## config.mk

```make
export PLATFORM = sky130hd
export DESIGN_NAME = burst_addr_gen
export DESIGN_NICKNAME = d
export VERILOG_FILES = /design/src/rtl/burst_addr_gen.sv
export SDC_FILE = /design/constraint.sdc
export NUM_CORES = 1
export LEC_CHECK = 0
export ABC_AREA = 1
export CORE_MARGIN = 1.5
export CORE_UTILIZATION = 25
export DETAILED_ROUTE_END_ITERATION = 16
export REMOVE_ABC_BUFFERS = 1
export SLEW_MARGIN = 20
export SYNTH_ARGS = -nofsm -noshare
export SYNTH_HDL_FRONTEND = slang
export SYNTH_SLANG_ARGS = --single-unit
```

## constraint.sdc

```tcl
create_clock -name clk -period 1.36 [get_ports clk]
set_input_delay 0.204 -clock clk [delete_from_list [all_inputs] [get_ports clk]]
set_output_delay 0.204 -clock clk [all_outputs]
set_load 0.01 [all_outputs]
```

## src/rtl/burst_addr_gen.sv

```systemverilog
// Burst address generator: takes one burst command (start, length, mode)
// and emits one address per beat, with FIXED, INCR and WRAP sequencing,
// consumer backpressure and a one-cycle error pulse for illegal commands.
module burst_addr_gen #(
    parameter int ADDR_WIDTH = 16,
    parameter int LEN_WIDTH  = 4
) (
    input  logic                  clk,
    input  logic                  rstn,
    input  logic                  cmd_valid,
    output logic                  cmd_ready,
    input  logic [ADDR_WIDTH-1:0] cmd_addr,
    input  logic [LEN_WIDTH-1:0]  cmd_len,
    input  logic [1:0]            cmd_mode,
    output logic                  addr_valid,
    input  logic                  addr_ready,
    output logic [ADDR_WIDTH-1:0] addr_out,
    output logic                  addr_last,
    output logic [LEN_WIDTH-1:0]  beat_idx,
    output logic                  busy,
    output logic                  err
);

    typedef enum logic {
        IDLE,
        BURST
    } state_t;

    typedef enum logic [1:0] {
        MODE_FIXED = 2'b00,
        MODE_INCR  = 2'b01,
        MODE_WRAP  = 2'b10,
        MODE_RSVD  = 2'b11
    } mode_t;

    state_t                state;
    state_t                state_nxt;
    mode_t                 mode_r;
    logic [LEN_WIDTH-1:0]  len_r;
    logic [ADDR_WIDTH-1:0] addr_nxt;
    logic [ADDR_WIDTH-1:0] addr_inc;
    logic [ADDR_WIDTH-1:0] wrap_mask;
    logic                  cmd_accept;
    logic                  cmd_legal;
    logic                  len_pow2;
    logic                  beat_done;

    // A WRAP burst needs len+1 to be a power of two of at least 2; with
    // len+1 a power of two, len itself is the in-window offset mask.
    assign len_pow2   = ((cmd_len & LEN_WIDTH'(cmd_len + 1'b1)) == '0);
    assign cmd_legal  = (mode_t'(cmd_mode) != MODE_RSVD) &&
                        !((mode_t'(cmd_mode) == MODE_WRAP) && ((cmd_len == '0) || !len_pow2));
    assign cmd_accept = cmd_valid && (state == IDLE);
    assign beat_done  = addr_valid && addr_ready;

    // Next beat address: INCR rolls over the full address space, WRAP stays
    // inside the len+1 aligned window that holds the start address.
    assign wrap_mask = ADDR_WIDTH'(len_r);
    assign addr_inc  = addr_out + 1'b1;
    always_comb begin
        addr_nxt = addr_out;
        case (mode_r)
            MODE_INCR: addr_nxt = addr_inc;
            MODE_WRAP: addr_nxt = (addr_out & ~wrap_mask) | (addr_inc & wrap_mask);
            default:   addr_nxt = addr_out;
        endcase
    end

    // State register.
    always_ff @(posedge clk or negedge rstn) begin
        if (!rstn) begin
            state <= IDLE;
        end else begin
            // NOTE: sequential state uses non-blocking assignments so every
            // register samples pre-edge values regardless of block ordering.
            state <= state_nxt;
        end
    end

    // Next-state and handshake outputs decoded from the current state.
    always_comb begin
        // NOTE: every output gets a default first so no path leaves a value
        // unassigned, which would otherwise infer a latch.
        state_nxt  = state;
        cmd_ready  = 1'b0;
        addr_valid = 1'b0;
        busy       = 1'b0;
        addr_last  = 1'b0;
        case (state)
            IDLE: begin
                cmd_ready = 1'b1;
                if (cmd_valid && cmd_legal) begin
                    state_nxt = BURST;
                end
            end
            BURST: begin
                addr_valid = 1'b1;
                busy       = 1'b1;
                addr_last  = (beat_idx == len_r);
                if (addr_ready && addr_last) begin
                    state_nxt = IDLE;
                end
            end
            default: state_nxt = IDLE;
        endcase
    end

    // Command capture, beat sequencing and error pulse.
    always_ff @(posedge clk or negedge rstn) begin
        if (!rstn) begin
            // NOTE: len_r and mode_r are reset too, although only read in
            // BURST, so the block has no X state after reset anywhere.
            addr_out <= '0;
            beat_idx <= '0;
            len_r    <= '0;
            mode_r   <= MODE_FIXED;
            err      <= 1'b0;
        end else begin
            err <= cmd_accept && !cmd_legal;
            if (cmd_accept && cmd_legal) begin
                addr_out <= cmd_addr;
                beat_idx <= '0;
                len_r    <= cmd_len;
                mode_r   <= mode_t'(cmd_mode);
            end else if (beat_done) begin
                if (addr_last) begin
                    // addr_out keeps the final beat address once idle.
                    beat_idx <= '0;
                end else begin
                    beat_idx <= beat_idx + 1'b1;
                    addr_out <= addr_nxt;
                end
            end
        end
    end

endmodule
```

==> reports/qor.yml, run 1 <==
floorplanning:
  die_h_um: 90.99
  die_w_um: 90.99
  coreArea_um2: 7370
  die-area_um2: 8279
  initial_utilization: 0.2626
  io_pins: 51
  num_rows: 31
cts:
  htree_levels: 1
  cts_hold_buffers: 0
  clock_latency_ps: 280
  clock-sinks: 28
  clockBufferDepth: 2
  root_buffer: "clkbuf_8"
  clk_pin_slew_ps: 100
  cts_buffers: 3
  cts_tree: "built"
setup_path:
  critical_path_class: "flop to primary output"
  cp_data_required_time_ps: 1160
  critPathLaunchType: "flop"
  slowest_delay_ps: 410
  slowest_stage: "dfrtp_1"
  cp_max_fo: 2
  crit_arrival_ps: 1280
  crit_chain: "xor2_1 -> nor2_2 -> nand3_2 -> inv_2 -> buf_6"
  end_kind: "primary output"
sta:
  rsz0062_at_grt: "true"
  hold_viol_final: 0
  slew_violations: 0
  fin_tns_setup_ps: -1600
  tightest_slew_ps: 258.2
  relSlewSlack: 0.8261
  setup_viol: 20
  fin_worst_skew_ps: 4.957
  finalCriticalPeriod_ps: 1488
  max_freq_ghz: 0.6722
  finalWorstSetupSlack_ps: -127.7
  period_share: 1.094
  whs_ps: 273.6
yosys:
  ys_seq_elements: 28
  synthCells: 277
  yosys.cell_types.count: 26
  synth_area_um2: 1936
  seq_area_frac_synth: 0.3620
  postSynthAreaPerCell_um2: 6.988
  yosys_warnings: 0
route:
  antenna_left: 0
  via_count: 2196
  routed-wl-met2_um: 2981
  vias_per_cell: 4.482
  drt-initial-drc-count: 102
  drc: 0
  detail_route.wl_per_cell_um: 12.74
  highest_layer: "met4"
  first_pass_iters: 4
  wl_met1_um: 2810
  wl_um: 6242
  dr_wl_met3_um: 276
power:
  power_density_nw_per_um2: 1760
  p_leak_nw: 1.667
  peakVddDrop_mv: 0.6219
  p_total_mw: 5.761
final_layout:
  finalNonFillerCells: 490
  fillCellCount: 763
  layout-drive-gt1-share: 0.3146
  area_delta_synth_final_pct: 69.10
  n_antenna_cell: 0
  nets: 422
status:
  run_status: "finished with violations"
  violations: "negative setup slack"
placement:
  dp_slack_ps: -364.3
  portBuffers: 50
  dp.cells: 459
  routabilityCongestion: 0.7977
  hpwl_um: 4249
grt:
  grt_first_pass_wirelength_um: 9970
  grt.total_usage: 0.1487
  antenna_found_initial: 0
  overflow: 0
  grt_pass1_vias: 2167
  grt_max_degree: 29
min_path:
  hold_path_class: "input pin to asynchronous set/reset pin"
flow_run:
  maxCapViolations: 0
==> routing by layer <==
metal  GRT usage  vias to the layer above
li1            -                     1103
met1      0.1849                     1015
met2      0.2568                       64
met3     0.02261                       14
met4     0.05729                        0
met5           0                        -
==> worst max-delay path: cells and delay by family, from the launching register on <==
kind,cells,cell delay [ps]
xor+xnor,1,190
buf+inv,2,160
simple gates,2,250
flops,1,410
==> synthesized netlist by cell type, drive strengths merged <==
master | instances | area (um2)
inv | 26 | 97.59
nand3 | 25 | 155.2
ha | 3 | 37.54
o21bai | 2 | 15.01
xor2 | 11 | 96.34
a21oi | 2 | 21.27
a22oi | 1 | 7.510
dfrtp | 28 | 700.7
nand2 | 123 | 484.2
nand4 | 2 | 12.51
buf | 6 | 46.29
o21ai | 23 | 126.4
nand3b | 3 | 22.52
or2 | 2 | 12.51
nor2 | 20 | 100.1
==> final timing paths <==
kind	startpoint	endpoint	slack, ps	cells past startpoint
max in group asynchronous	rstn	addr_out[13]$_DFFE_PN0P_	900	2
min reg2reg	addr_out[15]$_DFFE_PN0P_	addr_out[15]$_DFFE_PN0P_	540	2
max	beat_idx[0]$_DFFE_PN0P_	addr_last	-130	5
min	rstn	mode_r[0]$_DFFE_PN0P_	270	2
min in group clk	cmd_len[2]	len_r[2]$_DFFE_PN0P_	340	4
max reg2reg	beat_idx[0]$_DFFE_PN0P_	addr_out[5]$_DFFE_PN0P_	-120	8
==> per-stage QoR <==
step / utilization / instance area (um2)
final: 0.4441 / 3273
after global routing: 0.4441 / 3273
after CTS: 0.4239 / 3124
after detailed placement: 0.3859 / 2844
after global placement: 0.3859 / 2844
after floorplan: - / 1889
==> cell families after synthesis <==
kind of cell	Yosys count	synth area share
xor+xnor	11	0.04977
fa+ha+maj	3	0.01939
simple gates	175	0.4066
compound gates	28	0.08792
flops	28	0.3620
buf+inv	32	0.07433
==> placed cells by master (no fill, tap or decap), types with 3 or more instances in the layout <==
cell,netlist,routed
nand2_2,3,11
buf_4,4,53
dlygate4sd2_1,0,19
nor2_1,14,10
nand3_2,1,3
o21ai_2,0,3
o21ai_1,0,6
o21ai_0,22,13
inv_2,3,5
xor2_1,11,11
nand2_4,2,3
nand3b_1,3,3
buf_6,1,8
clkdlybuf4s15_1,0,3
nor2_2,4,6
dfrtp_2,0,4
nand3_1,22,20
nand2_1,118,108
dfrtp_1,28,24
clkbuf_8,0,3
clkdlybuf4s50_1,0,24
inv_1,23,19
nor2_4,2,4
buf_12,0,3
==> report_power, final <==
part / switching, mW / internal, mW / total (mW)
registers: 0.206 / 1.13 / 1.33
logic: 1.93 / 2.03 / 3.96
clock network: 0.268 / 0.199 / 0.468
total: 2.40 / 3.36 / 5.76
==> area by class of cell <==
cell class	count	area [um2]	area share
tap	99	123.9	0.03784
inverter	26	102.6	0.03135
sequential	28	705.7	0.2156
timing repair buffer	117	1107	0.3383
multi-input combinational	217	1192	0.3643
clock buffer	3	41.29	0.01261
==> repair_timing <==
| action | CTS | global route |
|---|---|---|
| resized for setup | 53 | 41 |
| setup buffers | 22 | 5 |
| pin swaps | 6 | 16 |
| endpoints found under the setup margin | 45 | 34 |
| cloned | 2 | 1 |
No activity file was read; power rests on OpenSTA's default activity.
==> run 2: changes to the inputs <==
- ABC_AREA: 1 -> not set
- CORE_UTILIZATION: 25 -> 43
- PLACE_DENSITY: not set -> 0.77
==> reports/qor.yml, run 2 <==
status:
  run_status: "finished with violations"  # unchanged
  violations: "negative setup slack"  # unchanged
setup_path:
  slowest_delay_ps: 420  # was 410 ps
  slowest_stage: "o21ai_0"  # was dfrtp_1
  crit_arrival_ps: 2120  # was 1280 ps
  crit_chain: "inv_2 -> ha_4 -> buf_4 -> inv_1 -> o21ai_0 -> o22ai_1 -> o2bb2a_4"  # was xor2_1 -> nor2_2 -> nand3_2 -> inv_2 -> buf_6
  critPathLaunchType: "flop"  # unchanged
  cp_data_required_time_ps: 1580  # was 1160 ps
  worstSetupPathDepth: 7  # was 5
  end_kind: "flop"  # was primary output
  cp_top_family: "compound AO/OA/AOI/OAI gates"  # was flip-flops
  critical_path_class: "flop to flop"  # was flop to primary output
  reg2reg_depth: 7  # was 8
  cp_max_fo: 5  # was 2
  path_buf_inv: 3  # was 2
power:
  p_total_mw: 6.645  # was 5.761 mW
  p_leak_nw: 1.486  # was 1.667 nW
  power_density_nw_per_um2: 2063  # was 1760 nW/um2
  peakVddDrop_mv: 1.548  # was 0.6219 mV
sta:
  whs_ps: 243.1  # was 273.6 ps
  slew_violations: 0  # unchanged
  tightest_slew_ps: 494.4  # was 258.2 ps
  finalWorstSetupSlack_ps: -533.6  # was -127.7 ps
  fin_worst_skew_ps: 5.893  # was 4.957 ps
  hold_viol_final: 0  # unchanged
  relSlewSlack: 0.6669  # was 0.8261
  period_share: 1.392  # was 1.094
  max_freq_ghz: 0.5281  # was 0.6722 GHz
  setup_viol: 26  # was 20
  rsz0062_at_grt: "true"  # unchanged
  finalCriticalPeriod_ps: 1894  # was 1488 ps
cts:
  cts_tree: "built"  # unchanged
  cts_buffers: 3  # unchanged
  root_buffer: "clkbuf_8"  # unchanged
  htree_levels: 1  # unchanged
  clock_latency_ps: 280  # about the same
  clockBufferDepth: 2  # unchanged
  clk_pin_slew_ps: 100  # about the same
  clock-sinks: 28  # unchanged
yosys:
  postSynthAreaPerCell_um2: 8.790  # was 6.988 um2
  yosys_warnings: 0  # unchanged
  synth_top_cells_by_area: "dfrtp_1 40%, mux2i_1 6.3%, nand2_1 5.0%, o21ai_0 4.3%, a21oi_1 3.7%"  # was dfrtp_1 36%, nand2_1 23%, nand3_1 5.7%, o21ai_0 5.7%, xor2_1 5.0%
  yosys.cell_types.count: 39  # was 26
  yosys.area.top_type: "dfrtp_1"  # unchanged
  ys.flop_type: "dfrtp_1"  # unchanged
  yosysTopAreaCellShare: 0.4026  # was 0.3620
  synth.most_common_cell: "dfrtp_1"  # was nand2_1
  ys_seq_elements: 28  # unchanged
  synth_edf_count: 0  # unchanged
  synth_commonest_cells: "28 x dfrtp_1, 23 x nand2_1, 15 x o21ai_0"  # was 118 x nand2_1, 28 x dfrtp_1, 23 x inv_1
  seq_area_frac_synth: 0.4026  # was 0.3620
  synthCells: 198  # was 277
  synth_area_um2: 1740  # was 1936 um2
  async_flop_share: 1.000  # unchanged
final_layout:
  multi_input_area_um2: 1294  # was 1192 um2
  finalNonFillerCells: 360  # was 490
  layout-drive-gt1-share: 0.4551  # was 0.3146
  n_antenna_cell: 0  # unchanged
  final_common_cell: "buf_4"  # was nand2_1
  area_delta_synth_final_pct: 85.12  # was 69.10%
  nets: 342  # was 422
  fillCellCount: 187  # was 763
  seq_area_um2: 701.9  # was 705.7 um2
  layout_common_cells: "52 x buf_4, 27 x dfrtp_1, 20 x clkdlybuf4s50_1"  # was 108 x nand2_1, 53 x buf_4, 24 x dfrtp_1, 24 x clkdlybuf4s50_1, 20 x nand3_1
min_path:
  hold_depth: 3
  hold_path_class: "input pin to flop"  # was input pin to asynchronous set/reset pin
grt:
  antenna_found_initial: 0  # unchanged
  grt_pass1_vias: 2132  # was 2167
  grt_max_degree: 29  # unchanged
  overflow: 0  # unchanged
  grt.total_usage: 0.3216  # was 0.1487
  grt_first_pass_wirelength_um: 10650  # was 9970 um
route:
  drt-initial-drc-count: 328  # was 102
  detail_route.wl_per_cell_um: 23.55  # was 12.74 um
  drc: 0  # unchanged
  antenna_left: 0  # unchanged
  via_count: 2330  # was 2196
  first_pass_iters: 5  # was 4
  vias_per_cell: 6.472  # was 4.482
  wl_um: 8479  # was 6242 um
floorplanning:
  coreArea_um2: 3771  # was 7370 um2
  die_h_um: 66.62  # was 90.99 um
  num_rows: 22  # was 31
  die-area_um2: 4438  # was 8279 um2
  initial_utilization: 0.4615  # was 0.2626
  die_w_um: 66.62  # was 90.99 um
  io_pins: 51  # unchanged
flow_run:
  maxCapViolations: 0  # unchanged
placement:
  routabilityCongestion: 0.9205  # was 0.7977
  hpwl_um: 4129  # was 4249 um
  portBuffers: 50  # unchanged
  dp.cells: 342  # was 459
  dp_slack_ps: -622.1  # was -364.3 ps
-- run 2: cell count changes in the layout (fill, tap and decap cells not counted), sizes merged, moves of 8 or more --
cell	delta
inv	-15
nor2	-8
nand3	-20
mux2i	+11
a21oi	+11
nand2	-98
nor3	+8
-- run 2: cells by family (layout without fill, tap and decap cells) --
kind of cell / after synthesis / after routing / synth area share
buf+inv: 21 / 133 / 0.05104
flops: 28 / 28 / 0.4026
compound gates: 55 / 56 / 0.2128
fa+ha+maj: 3 / 3 / 0.02157
xor+xnor: 4 / 4 / 0.02013
simple gates: 76 / 77 / 0.2286
mux: 11 / 11 / 0.06327
-- run 2: layout make-up --
cell class	instances	share of cell area
multi-input combinational	151	0.4016
timing repair buffer	118	0.3313
sequential	28	0.2179
tap	48	0.01864
clock buffer	4	0.01709
inverter	11	0.01359
-- run 2: routing by layer --
layer  global-route usage  vias up  share of wire
met5                    0        -              0
met4               0.1250        0          0.057
met3              0.03885       54           0.10
met2               0.5425      228           0.48
met1               0.4191     1096           0.37
li1                     -      952              -
-- run 2: timing repair --
item,4_1_cts,5_1_grt
setup buffers,10,5
cloned,2,0
pin swaps,25,13
hold buffers,0,0
endpoints found under the setup margin,50,34
resized for setup,106,43
-- run 2: worst paths after layout --
kind                                        from                 endpoint  slack, ps
max                        mode_r[0]$_DFFE_PN0P_                     flop       -530
min                                   cmd_len[2]     len_r[2]$_DFFE_PN0P_        240
max reg2reg                mode_r[0]$_DFFE_PN0P_                     flop       -530
min reg2reg                mode_r[1]$_DFFE_PN0P_    mode_r[1]$_DFFE_PN0P_        580
max in group asynchronous                   rstn          state$_DFF_PN0_        910
min in group asynchronous                   rstn  addr_out[0]$_DFFE_PN0P_        280
-- run 2: power by group --
group / internal (mW) / switching (mW)
registers: 1.20 / 0.299
clock network: 0.260 / 0.278
logic: 2.25 / 2.36
total: 3.71 / 2.93
-- run 2: worst register-to-register path: stages, from the launching register on --
cell and delay (ps):
dfrtp_1 410, inv_2 100, ha_4 200, buf_4 140, inv_1 60, o21ai_0 420
o22ai_1 250, o2bb2a_4 260
-- run 2: per-stage QoR --
| stage | util | cell area (um2) | TNS [ps] |
|---|---|---|---|
| 2_1_floorplan | - | 1693 | -8949 |
| 3_3_place_gp | 0.7157 | 2699 | -12320 |
| 3_5_place_dp | 0.7157 | 2699 | -14130 |
| 4_1_cts | 0.8112 | 3059 | -5316 |
| 5_1_grt | 0.8543 | 3222 | -8297 |
| 6_report | 0.8543 | 3222 | -7394 |
